--- src/rtl/alg_amba_vip_base_delay_gen.sv ---
// Responder-side latency injector: each accepted request gets a policy-driven delay
// and is acknowledged in order once it elapses. Optional: ALG_AMBA_VIP_DELAY_GEN_SEQ_ID_EN.
module alg_amba_vip_base_delay_gen #(
  parameter int unsigned TIMER_WIDTH          = 16,
  parameter int unsigned OUTSTANDING_LOG2_MAX = 6,
  parameter logic [15:0] LFSR_SEED            = 16'hACE1
) (
  input  logic                          clk,
  input  logic                          rstn,
  input  logic                          cnt_rst,
  input  logic [1:0]                    cfg_mode,
  input  logic [TIMER_WIDTH-1:0]        cfg_min_delay,
  input  logic [TIMER_WIDTH-1:0]        cfg_max_delay,
  input  logic                          req_valid,
  output logic                          ack_valid,
  input  logic                          ack_ready,
  output logic [OUTSTANDING_LOG2_MAX:0] outstanding,
  output logic                          busy,
  output logic                          err_fifo_full,
`ifdef ALG_AMBA_VIP_DELAY_GEN_SEQ_ID_EN
  output logic [15:0]                   req_seq_id,
  output logic [15:0]                   ack_seq_id,
`endif
  output logic                          err_cfg
);

  localparam int unsigned TW    = TIMER_WIDTH;
  localparam int unsigned AW    = TIMER_WIDTH + 1;
  localparam int unsigned PW    = OUTSTANDING_LOG2_MAX;
  localparam int unsigned CW    = OUTSTANDING_LOG2_MAX + 1;
  localparam int unsigned DEPTH = 1 << OUTSTANDING_LOG2_MAX;

  typedef struct packed {
`ifdef ALG_AMBA_VIP_DELAY_GEN_SEQ_ID_EN
    logic [15:0]   id;
`endif
    logic [TW-1:0] ts;
    logic [TW-1:0] dly;
  } entry_t;

  entry_t        mem_q [DEPTH];
  logic [TW-1:0] timer_q, timer_d;
  logic [15:0]   lfsr_q, lfsr_d;
  logic [TW-1:0] sweep_q, sweep_d;
  logic [PW-1:0] rd_ptr_q, rd_ptr_d, wr_ptr_q, wr_ptr_d;
  logic [CW-1:0] cnt_q, cnt_d;
  logic          busy_q, busy_d;
  logic          err_fifo_full_q, err_fifo_full_d;
  logic          err_cfg_q, err_cfg_d;
`ifdef ALG_AMBA_VIP_DELAY_GEN_SEQ_ID_EN
  logic [15:0]   seq_q, seq_d;
`endif

  entry_t        head_c, wr_entry_c;
  logic [TW-1:0] elapsed_c, dly_c;
  logic [AW-1:0] min_w_c, max_w_c, range_w_c, dly_w_c;
  logic          ack_valid_c, pop_c, push_c, drop_c, full_c, req_live_c, cfg_bad_c;

  // Head readiness uses modular elapsed time so the timer may wrap freely.
  always_comb begin
    head_c      = mem_q[rd_ptr_q];
    elapsed_c   = timer_q - head_c.ts;
    ack_valid_c = (cnt_q != '0) && (elapsed_c >= head_c.dly);
    pop_c       = ack_valid_c && ack_ready;
    full_c      = (cnt_q == CW'(DEPTH));
    req_live_c  = req_valid && !cnt_rst;
    push_c      = req_live_c && (!full_c || pop_c);
    drop_c      = req_live_c && full_c && !pop_c;
  end

  // Delay policy for the request presented this cycle.
  always_comb begin
    min_w_c   = AW'(cfg_min_delay);
    max_w_c   = AW'(cfg_max_delay);
    range_w_c = max_w_c - min_w_c + AW'(1);
    cfg_bad_c = (cfg_mode == 2'd3) ||
                ((cfg_mode == 2'd1 || cfg_mode == 2'd2) && (cfg_min_delay > cfg_max_delay));
    dly_w_c   = min_w_c;
    if (!cfg_bad_c) begin
      case (cfg_mode)
        2'd1:    dly_w_c = min_w_c + (AW'(lfsr_q) % range_w_c);
        2'd2:    dly_w_c = min_w_c + AW'(sweep_q);
        default: dly_w_c = min_w_c;
      endcase
    end
    if (dly_w_c == '0) dly_c = TW'(1);
    else               dly_c = TW'(dly_w_c);
    wr_entry_c     = '0;
    wr_entry_c.ts  = timer_q;
    wr_entry_c.dly = dly_c;
`ifdef ALG_AMBA_VIP_DELAY_GEN_SEQ_ID_EN
    wr_entry_c.id  = seq_q;
`endif
  end

  always_comb begin
    timer_d         = timer_q + TW'(1);
    lfsr_d          = lfsr_q;
    sweep_d         = sweep_q;
    rd_ptr_d        = rd_ptr_q;
    wr_ptr_d        = wr_ptr_q;
    cnt_d           = cnt_q;
    err_fifo_full_d = err_fifo_full_q;
    err_cfg_d       = err_cfg_q;
`ifdef ALG_AMBA_VIP_DELAY_GEN_SEQ_ID_EN
    seq_d           = seq_q;
`endif
    if (cnt_rst) begin
      sweep_d         = '0;
      rd_ptr_d        = '0;
      wr_ptr_d        = '0;
      cnt_d           = '0;
      err_fifo_full_d = 1'b0;
      err_cfg_d       = 1'b0;
`ifdef ALG_AMBA_VIP_DELAY_GEN_SEQ_ID_EN
      seq_d           = '0;
`endif
    end else begin
      if (push_c) wr_ptr_d = wr_ptr_q + PW'(1);
      if (pop_c)  rd_ptr_d = rd_ptr_q + PW'(1);
      cnt_d = cnt_q + CW'(push_c) - CW'(pop_c);
      if (push_c && !cfg_bad_c && cfg_mode == 2'd1)
        lfsr_d = {lfsr_q[14:0], lfsr_q[15] ^ lfsr_q[13] ^ lfsr_q[12] ^ lfsr_q[10]};
      if (push_c && !cfg_bad_c && cfg_mode == 2'd2) begin
        if ((min_w_c + AW'(sweep_q)) >= max_w_c) sweep_d = '0;
        else                                     sweep_d = sweep_q + TW'(1);
      end
      if (drop_c)                  err_fifo_full_d = 1'b1;
      if (req_live_c && cfg_bad_c) err_cfg_d       = 1'b1;
`ifdef ALG_AMBA_VIP_DELAY_GEN_SEQ_ID_EN
      if (push_c) seq_d = seq_q + 16'd1;
`endif
    end
    busy_d = (cnt_d != '0);
  end

  always_ff @(posedge clk) begin
    if (!rstn) begin
      timer_q         <= '0;
      lfsr_q          <= LFSR_SEED;
      sweep_q         <= '0;
      rd_ptr_q        <= '0;
      wr_ptr_q        <= '0;
      cnt_q           <= '0;
      busy_q          <= 1'b0;
      err_fifo_full_q <= 1'b0;
      err_cfg_q       <= 1'b0;
`ifdef ALG_AMBA_VIP_DELAY_GEN_SEQ_ID_EN
      seq_q           <= '0;
`endif
    end else begin
      timer_q         <= timer_d;
      lfsr_q          <= lfsr_d;
      sweep_q         <= sweep_d;
      rd_ptr_q        <= rd_ptr_d;
      wr_ptr_q        <= wr_ptr_d;
      cnt_q           <= cnt_d;
      busy_q          <= busy_d;
      err_fifo_full_q <= err_fifo_full_d;
      err_cfg_q       <= err_cfg_d;
`ifdef ALG_AMBA_VIP_DELAY_GEN_SEQ_ID_EN
      seq_q           <= seq_d;
`endif
    end
  end

  // Entry storage needs no reset; occupancy is tracked by the pointers.
  always_ff @(posedge clk) begin
    if (push_c) mem_q[wr_ptr_q] <= wr_entry_c;
  end

  assign ack_valid     = ack_valid_c;
  assign outstanding   = cnt_q;
  assign busy          = busy_q;
  assign err_fifo_full = err_fifo_full_q;
  assign err_cfg       = err_cfg_q;
`ifdef ALG_AMBA_VIP_DELAY_GEN_SEQ_ID_EN
  assign req_seq_id    = seq_q;
  assign ack_seq_id    = head_c.id;
`endif

endmodule
--- config.mk ---
export PLATFORM = sky130hd
export DESIGN_NAME = alg_amba_vip_base_delay_gen
export DESIGN_NICKNAME = d
export VERILOG_FILES = /design/src/rtl/alg_amba_vip_base_delay_gen.sv
export SDC_FILE = /design/constraint.sdc
export NUM_CORES = 2
export LEC_CHECK = 0
export BUFFER_PORTS_ARGS = -buffer_cell sky130_fd_sc_hd__buf_2
export CAP_MARGIN = 40
export CORE_MARGIN = 3
export CORE_UTILIZATION = 50
export CTS_BUF_LIST = sky130_fd_sc_hd__clkbuf_4 sky130_fd_sc_hd__clkbuf_8 sky130_fd_sc_hd__clkbuf_16
export DETAILED_ROUTE_END_ITERATION = 10
export PLACE_DENSITY = 0.65
export SYNTH_ARGS = -nofsm -noshare
export SYNTH_HDL_FRONTEND = slang
export SYNTH_SLANG_ARGS = --single-unit
--- constraint.sdc ---
create_clock -name clk -period 141.1 [get_ports clk]
set_input_delay 14.11 -clock clk [delete_from_list [all_inputs] [get_ports clk]]
set_output_delay 14.11 -clock clk [all_outputs]
set_load 0.03 [all_outputs]
==> qor.txt <==
Post-synth top area cell = edfxtp_1
Final min period = 56.90 ns
Wire length per cell = 31.2 um
Sequential cell area = 63,100 um2
Outcome = finished, final reports clean
Pwr per Cell Area = 14.3 nW/um2
FF-to-FF Start = lfsr_q[15]
Worst setup margin = 84.20 ns
Ports = 50
Initial Util = 0.507
CP max stage cell = inv_1
# rows = 158
Hold-fix buffers, CTS = 0
Synthesis Warnings = 0
First-pass GRT wire length = 366 mm
Router iterations before antenna repair = 6
PortBufs = 49
Die Span Y = 441 um
Tcrit/Tclk final = 0.403
Post-cts sizing count = 0
Vias = 51,600
Min-delay worst type = reg2reg
Largest net degree at the start of global routing = 82
Final setup vio count = 0
H-tree depth = 4
Multi-input logic area = 30,800 um2
Initial antenna violation count = 13
Max Transition Viols Final = 0
ANT nets after route = 0
Clock-pin slew of the registers on the worst-case setup and hold paths = 0.06 ns
Design area = 106,000 um2
Gr usage total = 0.263
Max FO, Critical Path = 65
Mean Syn Cell Area = 18.0 um2
Maximum clock rate = 17.6 MHz
RR Endpoint = mem_q[16][0]
Hpwl dp = 147 mm
# DRC = 0
Setup Buffers After CTS = 0
Area contributors post-synth = edfxtp_1 65%, mux4_2 16%, ha_1 3.9%, dfxtp_1 1.6%, xnor2_1 1.1%
Hold path cells = 2
Flop2flop setup slack = 99.76 ns
Final TNS setup = 0 ns
Layout cells sized above 1 = 0.256
Final layout net count = 5,776
Critical Path AT = 57.44 ns
Die Wd = 441 um
Area after DPL = 99,200 um2
Maxcap violations = 0
Slowest stage delay, CP = 0.61 ns
Number of global-route vias before repair = 51,700
Worst Path Required = 141.64 ns
HP Start = rd_ptr_q[4]
Most used cell, CP = ha_1
Startpoint class of the critical path = primary input
Core area = 187,000 um2
RSZ-0062 raised after global routing = no
Post-synth cell types = 113
Synth top area share = 0.650
Fill cells = 14,100
FF+latch count, synth = 2,124
Syn Std Cell Area = 94,600 um2
Worst-Skew Late Latency = 0.85 ns
Hold Violations, Final = 0
CTS tree = built
Main flop type after synthesis = edfxtp_1
CTS buffer count = 203
Die ar. = 194,000 um2
EDFF count, synth = 2,048
Final Wtd Congestion = 0.919
GRT overflow = 0
Worst clock skew = 0.0312 ns
Vias per cell = 6.37
Slew @ Worst Pin = 1.04 ns
Final wirelength = 252 mm
Syn nets = 5,583
CTS Buffer Depth = 3
DRT iter0 DRCs = 5,346
Crit end category = register
Worst VDD drop = 0.0116 mV
Register area share after synthesis = 0.666
Mapped Cells = 5,242
Top-count cell post-synth = edfxtp_1
Worst R2R Path Depth = 167
Leakage power = 0.0357 uW
Async SR Flop Fraction = 0
Area Overhead vs Synth = 11.9%
Clock sink count = 2,124
CTS Root Cell = clkbuf_16
Top cells by count, synth = 2,048 x edfxtp_1, 665 x mux4_2, 295 x ha_1
Setup WS pre-CTS = 84.38 ns
Max_slew headroom = 0.303
Worst setup path class = in2reg
-- per-stage QoR --
| step | power (uW) | cells | hold WS, ns | utilization |
|---|---|---|---|---|
| CTS | 1520 | 8091 | 0.499 | 0.567 |
| global placement | 987 | 7692 | 0.451 | 0.530 |
| detailed placement | 990 | 7710 | 0.472 | 0.532 |
| finish | 1520 | 8098 | 0.503 | 0.567 |
| global route | 1570 | 8097 | 0.528 | 0.567 |
| floorplan | 911 | 5242 | 0.457 | - |
-- sequential cells by signal, summed over array words and instances (netlist names), named ones only --
register       count
busy               1
err_cfg            1
err_fifo_full      1
lfsr_q            16
mem_q           2048
outstanding        7
rd_ptr_q           6
sweep_q           16
timer_q           16
wr_ptr_q           6
-- placed cells by master, fill, tap and decap left out, types with 31 or more instances in the layout --
cell type / n
a21o_1: 70
a21oi_1: 149
a31oi_1: 39
and2_1: 35
and3_1: 31
buf_2: 50
buf_4: 141
clkbuf_16: 207
clkbuf_4: 51
clkinv_1: 41
clkinv_2: 37
dfxtp_1: 54
edfxtp_1: 2048
ha_1: 295
inv_1: 149
mux2i_1: 34
mux4_2: 665
nand2_1: 171
nand3_1: 66
nor2_1: 200
nor2_4: 64
nor2b_1: 31
nor3_1: 85
o21a_1: 74
o21ai_0: 91
xnor2_1: 117
xor2_1: 54
-- metal layers --
layer	vias to the layer above	track usage	routed length [um]	part of all wire
li1	21900	-	-	-
met1	27200	0.364	101000	0.40
met2	2121	0.435	125000	0.50
met3	401	0.0395	19400	0.077
met4	2	0.0799	7250	0.029
met5	-	0	12	0.000048
-- final cells by class --
type,count,share of cell area
antenna,7,0.000165
tap,2480,0.0293
inverter,153,0.00543
clock inverter,110,0.00835
timing repair buffer,209,0.0161
multi-input combinational,2744,0.291
clock buffer,271,0.0542
sequential,2124,0.596
-- critical path, delay by kind of cell --
family	cells	cell delay (ns)
xor+xnor	1	0.12
compound gates	90	21.84
buf+inv	13	3.17
simple gates	47	10.83
mux	3	1.07
fa+ha+maj	19	6.10
-- how the worst max path moves through the flow --
stage / to / cells past startpoint / startpoint / slack [ns]
3_3_place_gp: mem_q[0][0] / 165 / cfg_min_delay[3] / 84.02
6_report: mem_q[16][0] / 173 / cfg_min_delay[3] / 84.20
4_1_cts: mem_q[0][0] / 173 / cfg_min_delay[3] / 85.12
3_5_place_dp: mem_q[0][0] / 173 / cfg_min_delay[3] / 84.38
2_1_floorplan: mem_q[0][0] / 171 / cfg_min_delay[3] / 87.17
5_1_grt: mem_q[16][0] / 176 / cfg_min_delay[3] / 81.07
-- logic make-up (layout without fill, tap and decap cells) --
group,Yosys count,in the layout,synth area share
compound gates,683,683,0.0505
buf+inv,374,743,0.0156
fa+ha+maj,302,302,0.0405
flops,2124,2124,0.666
xor+xnor,176,176,0.0167
other cells,1,8,0.0000397
mux,729,729,0.166
simple gates,853,853,0.0446
-- power by group --
group	internal (uW)	total (uW)	leakage [uW]	switching (uW)
logic	106	272	0.0118	165
registers	705	708	0.0206	2.28
clock network	303	537	0.00332	233
Power figures use the tool's default switching activity.
